===== src/rtl/icache_line_fill.sv =====
// I-cache refill engine: fetches one line as BEATS bus beats, assembles it,
// then writes line and tag into the data array and tag store in one cycle.
module icache_line_fill #(
    parameter int ADR_W   = 32,
    parameter int IDX_W   = 10,
    parameter int BEAT_W  = 64,
    parameter int BEATS   = 4,
    parameter int TIMEOUT = 255
) (
    input  logic                    clk,
    input  logic                    rst,
    input  logic                    miss_i,
    input  logic [ADR_W-1:0]        miss_adr_i,
    output logic                    busy_o,
    output logic                    done_o,
    output logic                    err_o,
    output logic                    cyc_o,
    output logic                    stb_o,
    output logic [ADR_W-1:0]        adr_o,
    input  logic                    ack_i,
    input  logic                    err_i,
    input  logic [BEAT_W-1:0]       dat_i,
    output logic                    wr_o,
    output logic [IDX_W-1:0]        wadr_o,
    output logic [BEAT_W*BEATS-1:0] line_o,
    output logic [ADR_W-IDX_W-6:0]  tag_o
);

    localparam int LINE_W = BEAT_W * BEATS;
    localparam int BOFF_W = $clog2(BEAT_W / 8);
    localparam int BCNT_W = $clog2(BEATS);
    localparam int OFF_W  = BOFF_W + BCNT_W;
    localparam int TCNT_W = $clog2(TIMEOUT + 1);

    typedef enum logic [2:0] {
        IDLE,
        FETCH,
        WRITE,
        DONE,
        ERR
    } state_t;

    state_t              state;
    state_t              state_nxt;
    logic [ADR_W-OFF_W-1:0] line_base;
    logic [BCNT_W-1:0]   beat;
    logic [TCNT_W-1:0]   tcnt;
    logic [TCNT_W-1:0]   tcnt_inc;
    logic [LINE_W-1:0]   buffer;
    logic [LINE_W-1:0]   fill_line;
    logic                last_beat;
    logic                unused_adr_bits;

    // Offset bits inside the line are irrelevant: the fill always starts at beat 0.
    assign unused_adr_bits = ^miss_adr_i[OFF_W-1:0];

    assign last_beat = (beat == BCNT_W'(BEATS - 1));
    assign tcnt_inc  = tcnt + TCNT_W'(1);
    assign adr_o     = (state == FETCH) ? {line_base, beat, {BOFF_W{1'b0}}} : '0;

    always_comb begin
        fill_line = buffer;
        fill_line[beat*BEAT_W +: BEAT_W] = dat_i;
    end

    always_ff @(posedge clk or negedge rst) begin
        if (!rst) begin
            state <= IDLE;
        end else begin
            state <= state_nxt;
        end
    end

    always_comb begin
        state_nxt = state;
        busy_o    = 1'b0;
        done_o    = 1'b0;
        err_o     = 1'b0;
        cyc_o     = 1'b0;
        stb_o     = 1'b0;
        wr_o      = 1'b0;
        case (state)
            IDLE: begin
                if (miss_i) begin
                    state_nxt = FETCH;
                end
            end
            FETCH: begin
                busy_o = 1'b1;
                cyc_o  = 1'b1;
                stb_o  = 1'b1;
                // A bus error wins over a simultaneous acknowledge.
                if (err_i) begin
                    state_nxt = ERR;
                end else if (ack_i) begin
                    if (last_beat) begin
                        state_nxt = WRITE;
                    end
                end else if (tcnt_inc == TCNT_W'(TIMEOUT)) begin
                    state_nxt = ERR;
                end
            end
            WRITE: begin
                busy_o    = 1'b1;
                wr_o      = 1'b1;
                state_nxt = DONE;
            end
            DONE: begin
                busy_o    = 1'b1;
                done_o    = 1'b1;
                state_nxt = IDLE;
            end
            ERR: begin
                busy_o    = 1'b1;
                err_o     = 1'b1;
                state_nxt = IDLE;
            end
            default: state_nxt = IDLE;
        endcase
    end

    // Write-side outputs load only on the final beat so they hold outside WRITE.
    always_ff @(posedge clk or negedge rst) begin
        if (!rst) begin
            line_base <= '0;
            beat      <= '0;
            tcnt      <= '0;
            buffer    <= '0;
            line_o    <= '0;
            wadr_o    <= '0;
            tag_o     <= '0;
        end else begin
            if (state == IDLE && miss_i) begin
                line_base <= miss_adr_i[ADR_W-1:OFF_W];
                beat      <= '0;
                tcnt      <= '0;
                buffer    <= '0;
            end
            if (state == FETCH && !err_i) begin
                if (ack_i) begin
                    buffer <= fill_line;
                    tcnt   <= '0;
                    if (last_beat) begin
                        line_o <= fill_line;
                        wadr_o <= line_base[IDX_W-1:0];
                        tag_o  <= line_base[ADR_W-OFF_W-1:IDX_W];
                    end else begin
                        beat <= beat + BCNT_W'(1);
                    end
                end else begin
                    tcnt <= tcnt_inc;
                end
            end
        end
    end

endmodule


===== config.mk =====
export PLATFORM = sky130hd
export DESIGN_NAME = icache_line_fill
export DESIGN_NICKNAME = d
export VERILOG_FILES = /design/src/rtl/icache_line_fill.sv
export SDC_FILE = /design/constraint.sdc
export NUM_CORES = 1
export LEC_CHECK = 0
export CORE_MARGIN = 4
export CORE_UTILIZATION = 58
export DETAILED_ROUTE_END_ITERATION = 8
export PLACE_DENSITY_LB_ADDON = 0.3
export SLEW_MARGIN = 20
export SYNTH_ARGS = -nofsm -noshare
export SYNTH_HDL_FRONTEND = slang
export SYNTH_SLANG_ARGS = --single-unit

===== constraint.sdc =====
create_clock -name clk -period 6.77 [get_ports clk]
set_clock_uncertainty 0.05 [all_clocks]
set_input_delay 1.6925 -clock clk [delete_from_list [all_inputs] [get_ports clk]]
set_output_delay 1.6925 -clock clk [all_outputs]
set_load 0.05 [all_outputs]

==> impl_metrics.ini, run 1 <==
[power]
power.density_mw_per_mm2 = 411
irDropWorstVdd_v = 0.000377
leakagePower_nw = 13.8
total_power_w = 0.0130

[routing]
vias = 19060
drt_iter0_drc = 1784
ant_nets = 0
avgRoutedWirePerCell_um = 22.9
dr.pass1.iters = 6
drc_errors = 0
drt-total-wl_um = 73000
via_per_inst = 5.98

[cells_and_area]
post-route-util_pct = 73.2
fill_cells = 2932
ff_latch_area_sq_mm = 0.0145
area_growth_pct = 23.7
multiInputGateArea_sq_mm = 0.00989
layout-drive-gt1-share_pct = 17.8
nets = 2661

[synthesis]
synth_seq_cells = 579
synth-main-ff-cell = dfrtp_1
synth_area_per_cell_sq_um = 11.2
synthMuxAreaShare_pct = 2.45
synthSimpleGateAreaFrac_pct = 12.0
synthTopCellsByArea = dfrtp_1, a22o_1, a21oi_2
ys.warnings.count = 0
ys_seq_area_share_pct = 56.5
syn_area_sq_mm = 0.0257
synth_top_family_by_area = compound AO/OA/AOI/OAI gates
synth-xor-area-share_pct = 0.0683
syn_inst = 2293
netlist.area_leader.share_pct = 56.5
yosysMostFrequentCell = dfrtp_1
synth_edf_count = 0
synth.distinct_cells = 45
synthArstFlopShare_pct = 100
synth_top_cell_by_area = dfrtp_1
synth_compound_area_share_pct = 23.0
synth_common_cells = dfrtp_1, a21oi_1, nor2_1
synthAdderAreaFrac_pct = 0.390

[sta]
fin_crit_sh_pct = 72.8
maxSlewHeadroom_pct = 23.5
max_freq_mhz = 203
fin_crit_ns = 4.93
setup_viol = 0
drv_slew = 0
tightest_slew_ns = 1.15
rsz0062_at_grt = false
finalSetupTns_ns = 0
hold_viol_final = 0

[floorplan]
core_sq_mm = 0.0434
rows = 76
die_width_um = 218
start_util_pct = 59.2
dieArea_sq_mm = 0.0477
num_io_pins = 422
die_h_um = 218

[placement]
place_hpwl_um = 43600
gp_congestion = 0.829
port_buffers = 413

[grt]
grt_start_max_net_pins = 177
grt_pass1_vias = 19822
track_usage_pct = 30.5
grt_pass1_wl_um = 115000
grt.overflow.total = 0
grt_antenna_before_repair = 1

[cts]
ctsHoldBuffers = 0
postCtsSetupRepairBufs = 0
clk_pin_slew_ns = 0.06
tritoncts = yes
worstSkewPairLatency_ns = 0.62
htreeDepth = 2
cts_resized = 0
clockRootBuffer = clkbuf_16
clock_sinks = 579
cts_max_path_buffers = 3
cts_buffers = 58

[critical_path]
cp.required_ns = 5.03
cp_max_fo = 34
r2r_slack_ns = 2.37
reg2reg_from = beat[1]
critPathArrivalTime_ns = 3.18
reg2reg_depth = 8
worstReg2RegEnd = buffer[96]
critPathKind = reg -> out
worst_setup_path_end_kind = output port
startpoint_type = register

[status]
outcome = complete, no violations

[worst_hold_path]
min_path_type = reg -> reg
whs_endpoint = tcnt[4]
min_from = tcnt[4]
whs_path_depth = 1

[flow_run]
maxCapViolations = 0
-- metal layers --
metal	part of all wire (%)	GRT usage (%)	up-vias
li1	-	-	8429
met1	40	40.9	9562
met2	48	49.3	916
met3	9.4	7.58	153
met4	2.8	9.88	0
met5	0	0	-
-- worst max path at each step --
stage / from / endpoint / slack, ns
6_report: state[0] / adr_o[8] / 1.84
4_1_cts: state[1] / adr_o[8] / 1.80
3_5_place_dp: err_i / buffer[120] / 2.33
2_1_floorplan: state[2] / adr_o[22] / 2.63
5_1_grt: state[0] / adr_o[8] / 1.73
3_3_place_gp: err_i / buffer[199] / 2.34
-- sequential cells by signal, indices dropped and copies added, names as in the netlist --
register   count
buffer       256
line_o       256
tcnt           8
wadr_o        10
tag_o         17
state          3
line_base     27
beat           2
-- worst max-delay path, stage by stage, from the launching register on --
cell and delay (ns):
dfrtp_1 0.50, or3b_1 0.58, clkinv_2 0.41, and2_1 0.21
clkdlybuf4s50_1 0.87
-- cells by family after synthesis --
family	Yosys count
compound gates	795
xor+xnor	2
fa+ha+maj	8
buf+inv	254
flops	579
mux	56
other cells	1
simple gates	598
-- through the flow --
step	instance area [sq um]	hold slack, ns	std cells	setup WS (ns)
detailed placement	29700	0.423	3077	2.33
global route	31700	0.450	3187	1.73
finish	31800	0.441	3188	1.84
global placement	29600	0.424	3073	2.34
CTS	31700	0.439	3186	1.80
floorplan	25700	0.401	2295	2.63
-- report_power, final --
| part | internal, W | total (W) | switching, W |
|---|---|---|---|
| logic | 0.00159 | 0.00508 | 0.00349 |
| registers | 0.00405 | 0.00447 | 0.000414 |
| clock network | 0.00209 | 0.00349 | 0.00140 |
-- cells in the final DEF (no fill, tap or decap), types with 3 or more instances in the layout --
master | netlist | layout
mux2_2 | 55 | 55
conb_1 | 1 | 3
ha_4 | 0 | 4
a21oi_2 | 254 | 254
buf_4 | 28 | 21
a22o_1 | 256 | 256
nand2_1 | 12 | 12
nor2_1 | 264 | 264
clkbuf_8 | 0 | 14
a21oi_4 | 0 | 4
buf_16 | 0 | 4
clkbuf_16 | 0 | 59
nor2b_1 | 257 | 257
nand3_1 | 5 | 5
bufinv_16 | 0 | 9
and2_1 | 32 | 29
nor3_1 | 6 | 4
a21oi_1 | 268 | 264
o21ai_0 | 7 | 7
clkdlybuf4s50_1 | 0 | 412
clkinv_2 | 1 | 16
o21ai_1 | 3 | 3
clkbuf_1 | 78 | 8
inv_1 | 6 | 6
ha_1 | 8 | 4
dfrtp_1 | 579 | 579
buf_12 | 1 | 6
-- layout make-up --
class / instances / area share (%)
tap: 585 / 2.31
timing repair buffer: 444 / 14.3
sequential: 579 / 45.6
clock inverter: 28 / 1.20
antenna: 2 / 0.0158
inverter: 7 / 0.0867
multi-input combinational: 1462 / 31.2
clock buffer: 81 / 5.35
Power figures use the tool's default switching activity.
==> run 2: changes to the inputs <==
--- a/config.mk
+++ b/config.mk
@@ -6,7 +6,7 @@
 export NUM_CORES = 1
 export LEC_CHECK = 0
 export CORE_MARGIN = 4
-export CORE_UTILIZATION = 58
+export CORE_UTILIZATION = 49
 export DETAILED_ROUTE_END_ITERATION = 8
 export PLACE_DENSITY_LB_ADDON = 0.3
 export SLEW_MARGIN = 20
==> constraint.sdc (replaced) <==
create_clock -name clk -period 4.3 [get_ports clk]
set_clock_uncertainty 0.05 [all_clocks]
set_input_delay 1.075 -clock clk [delete_from_list [all_inputs] [get_ports clk]]
set_output_delay 1.075 -clock clk [all_outputs]
set_load 0.05 [all_outputs]
==> impl_metrics.ini, run 2 (synthesis gave the netlist of run 1 again) <==
[sta]
setup_viol = 0
drv_slew = 0
tightest_slew_ns = 1.08
fin_crit_ns = 4.18
maxSlewHeadroom_pct = 28.1
hold_viol_final = 0
setup_ws_ns = 0.123
fin_crit_sh_pct = 97.1
max_freq_mhz = 239

[cells_and_area]
post-route-util_pct = 62.1
reg.largest.list = buffer (256), line_o (256), line_base (27)
layout_common_cells = dfrtp_1, clkdlybuf4s50_1, nor2_1, a21oi_1, nor2b_1
final_common_cell = dfrtp_1
nets = 2676
area_growth_pct = 24.9
layout-drive-gt1-share_pct = 18.2

[grt]
grt_pass1_wl_um = 114000
grt_antenna_before_repair = 3
grt.overflow.total = 0
grt_start_max_net_pins = 129
grt_pass1_vias = 19486
track_usage_pct = 25.5

[power]
switchingPower_w = 0.00835
p_comb_share_pct = 39.3
p_sw_share_pct = 41.1
pwr-share-seq_pct = 34.8
internal-power_w = 0.0120
irDropWorstVdd_v = 0.000716
clkPwrFrac_pct = 26.0
power.density_mw_per_mm2 = 634
leakagePower_nw = 14.1

[routing]
drt_iter0_drc = 1483
dr.pass1.iters = 5
avgRoutedWirePerCell_um = 22.3
vias = 18836
via_per_inst = 5.72
ant_nets = 0
drc_errors = 0
drt-total-wl_um = 73400

[cts]
clock_sinks = 579
worstSkewPairLatency_ns = 0.61
htreeDepth = 2
cts_max_path_buffers = 3
clockRootBuffer = clkbuf_16
cts_buffers = 59
clk_pin_slew_ns = 0.06
tritoncts = yes

[critical_path]
cp.required_ns = 3.17
critPathArrivalTime_ns = 3.05
startpoint_type = register
critPathKind = reg -> out
cp_max_fo = 34
worst_setup_path_end_kind = output port

[placement]
place_hpwl_um = 44100
gp_congestion = 0.810
port_buffers = 413
place_worst_setup_slack_ns = 0.677

[floorplan]
die_width_um = 237
core_sq_mm = 0.0516
dieArea_sq_mm = 0.0561
num_io_pins = 422
start_util_pct = 49.7
die_h_um = 237
rows = 83

[flow_run]
maxCapViolations = 0

[worst_hold_path]
min_path_type = reg -> reg

[status]
outcome = complete, no violations
[run 2: cell types whose count changed in the layout (fill, tap and decap cells not counted), moves of 4 or more]
| cell | before | now |
|---|---|---|
| dlymetal6s2s_1 | 0 | 16 |
| clkdlybuf4s50_1 | 412 | 396 |
| clkinv_2 | 16 | 8 |
| bufinv_16 | 9 | 5 |
| buf_4 | 21 | 26 |
| clkinvlp_4 | 2 | 9 |
| buf_12 | 6 | 19 |
| buf_16 | 4 | 0 |
[run 2: layer usage]
metal	vias up	track usage, %	wire length (um)
li1	8454	-	-
met1	9524	34.9	30900
met2	709	40.5	34700
met3	145	6.06	5540
met4	4	8.53	2260
met5	-	0	20
[run 2: worst max-delay path: stages, from the launching register on]
cell,delay (ns)
dfrtp_1,0.49
or3b_1,0.60
inv_4,0.35
and2_1,0.19
clkdlybuf4s50_1,0.81
[run 2: cell type report]
| cell class | instances | area (sq um) |
|---|---|---|
| multi-input combinational | 1462 | 9900 |
| timing repair buffer | 458 | 4750 |
| tap | 680 | 851 |
| inverter | 7 | 28.8 |
| clock buffer | 81 | 1740 |
| fill | 4074 | 19600 |
| antenna | 1 | 2.50 |
| sequential | 579 | 14500 |
| clock inverter | 24 | 275 |
[run 2: worst paths after layout]
path | startpoint | end | slack (ns) | depth (start not counted)
min in group asynchronous | rst | buffer[18] | 0.48 | 1
hold reg to reg | buffer[103] | buffer[103] | 0.44 | 1
max in group asynchronous | rst | buffer[171] | 2.75 | 2
setup / recovery | state[0] | adr_o[9] | 0.12 | 4
setup reg to reg | beat[0] | buffer[41] | 1.20 | 6
hold / removal | buffer[103] | buffer[103] | 0.44 | 1
[run 2: repair_timing]
| item | CTS | global route |
|---|---|---|
| hold buffers | 0 | 0 |
| endpoints found under the setup margin | 0 | 27 |
| buffers inserted | 0 | 0 |
| resized for setup | 0 | 17 |
[run 2: power groups by stage]
stage                     sequential, W  combinational, W  clock (W)
after floorplan                 0.00897           0.00311          0
after global placement          0.00711           0.00786          0
after global routing            0.00717           0.00835    0.00559
after CTS                       0.00707           0.00801    0.00537
after detailed placement        0.00714           0.00797          0
final                           0.00706           0.00798    0.00528
[run 2: per-stage QoR]
stage	total power (W)	cells	instance area [sq um]	TNS, ns	hold slack, ns
CTS	0.0204	3291	32000	0	0.444
finish	0.0203	3292	32000	0	0.440
floorplan	0.0121	2295	25700	0	0.401
global route	0.0211	3292	32000	-0.0633	0.451
global placement	0.0150	3186	30000	0	0.424
detailed placement	0.0151	3186	30000	0	0.423
==> run 3: changes to the inputs <==
--- a/config.mk
+++ b/config.mk
@@ -6,7 +6,7 @@
 export NUM_CORES = 1
 export LEC_CHECK = 0
 export CORE_MARGIN = 4
-export CORE_UTILIZATION = 49
+export CORE_UTILIZATION = 58
 export DETAILED_ROUTE_END_ITERATION = 8
 export PLACE_DENSITY_LB_ADDON = 0.3
 export SLEW_MARGIN = 20
==> constraint.sdc (replaced) <==
create_clock -name clk -period 4.95 [get_ports clk]
set_clock_uncertainty 0.05 [all_clocks]
set_input_delay 1.2375 -clock clk [delete_from_list [all_inputs] [get_ports clk]]
set_output_delay 1.2375 -clock clk [all_outputs]
set_load 0.05 [all_outputs]
==> impl_metrics.ini, run 3 (synthesis gave the netlist of run 1 again) <==
[status]
outcome = complete, no violations

[cells_and_area]
area_growth_pct = 23.9
final_common_cell = dfrtp_1
reg.largest.list = buffer (256), line_o (256), line_base (27)
layout_common_cells = dfrtp_1, clkdlybuf4s50_1, nor2_1, a21oi_1, nor2b_1
stdcell_count = 3195
layout-drive-gt1-share_pct = 17.7
nets = 2672

[routing]
vias = 19295
avgRoutedWirePerCell_um = 23.0
drt-total-wl_um = 73300
via_per_inst = 6.04
met3WireLength_um = 6410
dr.pass1.iters = 5
wl_met1_um = 29700
ant_nets = 0
met2_wirelength_um = 35300
highest-signal-layer = met5
drt_iter0_drc = 1761
drc_errors = 0

[sta]
drv_slew = 0
rsz0062_at_grt = false
setup_viol = 0
maxSlewHeadroom_pct = 31.3
max_freq_mhz = 225
hold_viol_final = 0
finalSetupTns_ns = 0
tightest_slew_ns = 1.03
setup_ws_ns = 0.503
fin_crit_ns = 4.45
fin_crit_sh_pct = 89.8

[floorplan]
die_h_um = 218
dieArea_sq_mm = 0.0477
rows = 76
start_util_pct = 59.2
num_io_pins = 422
die_width_um = 218
core_sq_mm = 0.0434

[placement]
port_buffers = 413
place_worst_setup_slack_ns = 1.17
place_hpwl_um = 43700
gp_congestion = 0.864
dp_cells = 3088

[grt]
grt_pass1_vias = 19895
grt_antenna_before_repair = 2
grt.overflow.total = 0
grt_start_max_net_pins = 118
track_usage_pct = 30.5
grt_pass1_wl_um = 115000

[cts]
postCtsSetupRepairBufs = 0
tritoncts = yes
cts_max_path_buffers = 3
cts_resized = 0
htreeDepth = 2
clockRootBuffer = clkbuf_16
worstSkewPairLatency_ns = 0.62
ctsHoldBuffers = 0
clk_pin_slew_ns = 0.06
clock_sinks = 579
cts_buffers = 58

[critical_path]
reg2reg_depth = 6
critPathKind = reg -> out
cp_top_family = buffers and inverters
max_stage_delay_ns = 0.72
path_buf_inv = 2
critPathArrivalTime_ns = 3.16
path_depth = 4
cp.required_ns = 3.66
startpoint_type = register
crit_slowest_cell = clkdlybuf4s50_1
path_cells = or3b_1, clkinv_2, and2_1, clkdlybuf4s50_1
cp_max_fo = 34
worst_setup_path_end_kind = output port

[power]
leakagePower_nw = 13.8
power.density_mw_per_mm2 = 552
irDropWorstVdd_v = 0.000571

[worst_hold_path]
min_path_type = reg -> reg
whs_path_depth = 1

[flow_run]
maxCapViolations = 0
run 3: area by class of cell:
| type | instances | area (sq um) |
|---|---|---|
| antenna | 1 | 2.50 |
| inverter | 7 | 27.5 |
| sequential | 579 | 14500 |
| fill | 2942 | 11600 |
| multi-input combinational | 1462 | 9890 |
| timing repair buffer | 455 | 4680 |
| clock inverter | 13 | 175 |
| tap | 585 | 732 |
| clock buffer | 93 | 1790 |
run 3: per-layer routing:
metal	global-route usage (%)	up-vias
met5	0	-
met4	9.29	2
met3	7.65	149
met2	49.1	883
met1	41.5	9808
li1	-	8453
run 3: worst register-to-register path: cells and delay by family (launching register included):
| kind | cells | cell delay, ns |
|---|---|---|
| buf+inv | 2 | 0.93 |
| compound gates | 1 | 0.14 |
| flops | 1 | 0.51 |
| simple gates | 3 | 1.54 |
run 3: where the power goes:
group          switching [W]  internal [W]  total [W]
clock network        0.00185       0.00267    0.00451
logic                0.00478       0.00213    0.00692
registers           0.000580       0.00554    0.00612
total                0.00721        0.0103     0.0176
run 3: stage by stage:
stage               util (%)  hold WS [ns]  total power (W)  instance area [sq um]
global placement        68.8         0.424           0.0129                  29800
global route            73.3         0.451           0.0182                  31800
CTS                     73.3         0.443           0.0176                  31800
floorplan                  -         0.401           0.0105                  25700
finish                  73.3         0.439           0.0176                  31800
detailed placement      68.8         0.423           0.0131                  29800
run 3: path summary, 6_finish.rpt:
kind | start | to | slack, ns
min | buffer[221] | buffer[221] | 0.44
max | state[2] | adr_o[24] | 0.50
min in group asynchronous | rst | line_o[14] | 0.56
max reg2reg | state[0] | line_o[217] | 1.70
min reg2reg | buffer[221] | buffer[221] | 0.44
max in group asynchronous | rst | buffer[184] | 3.23
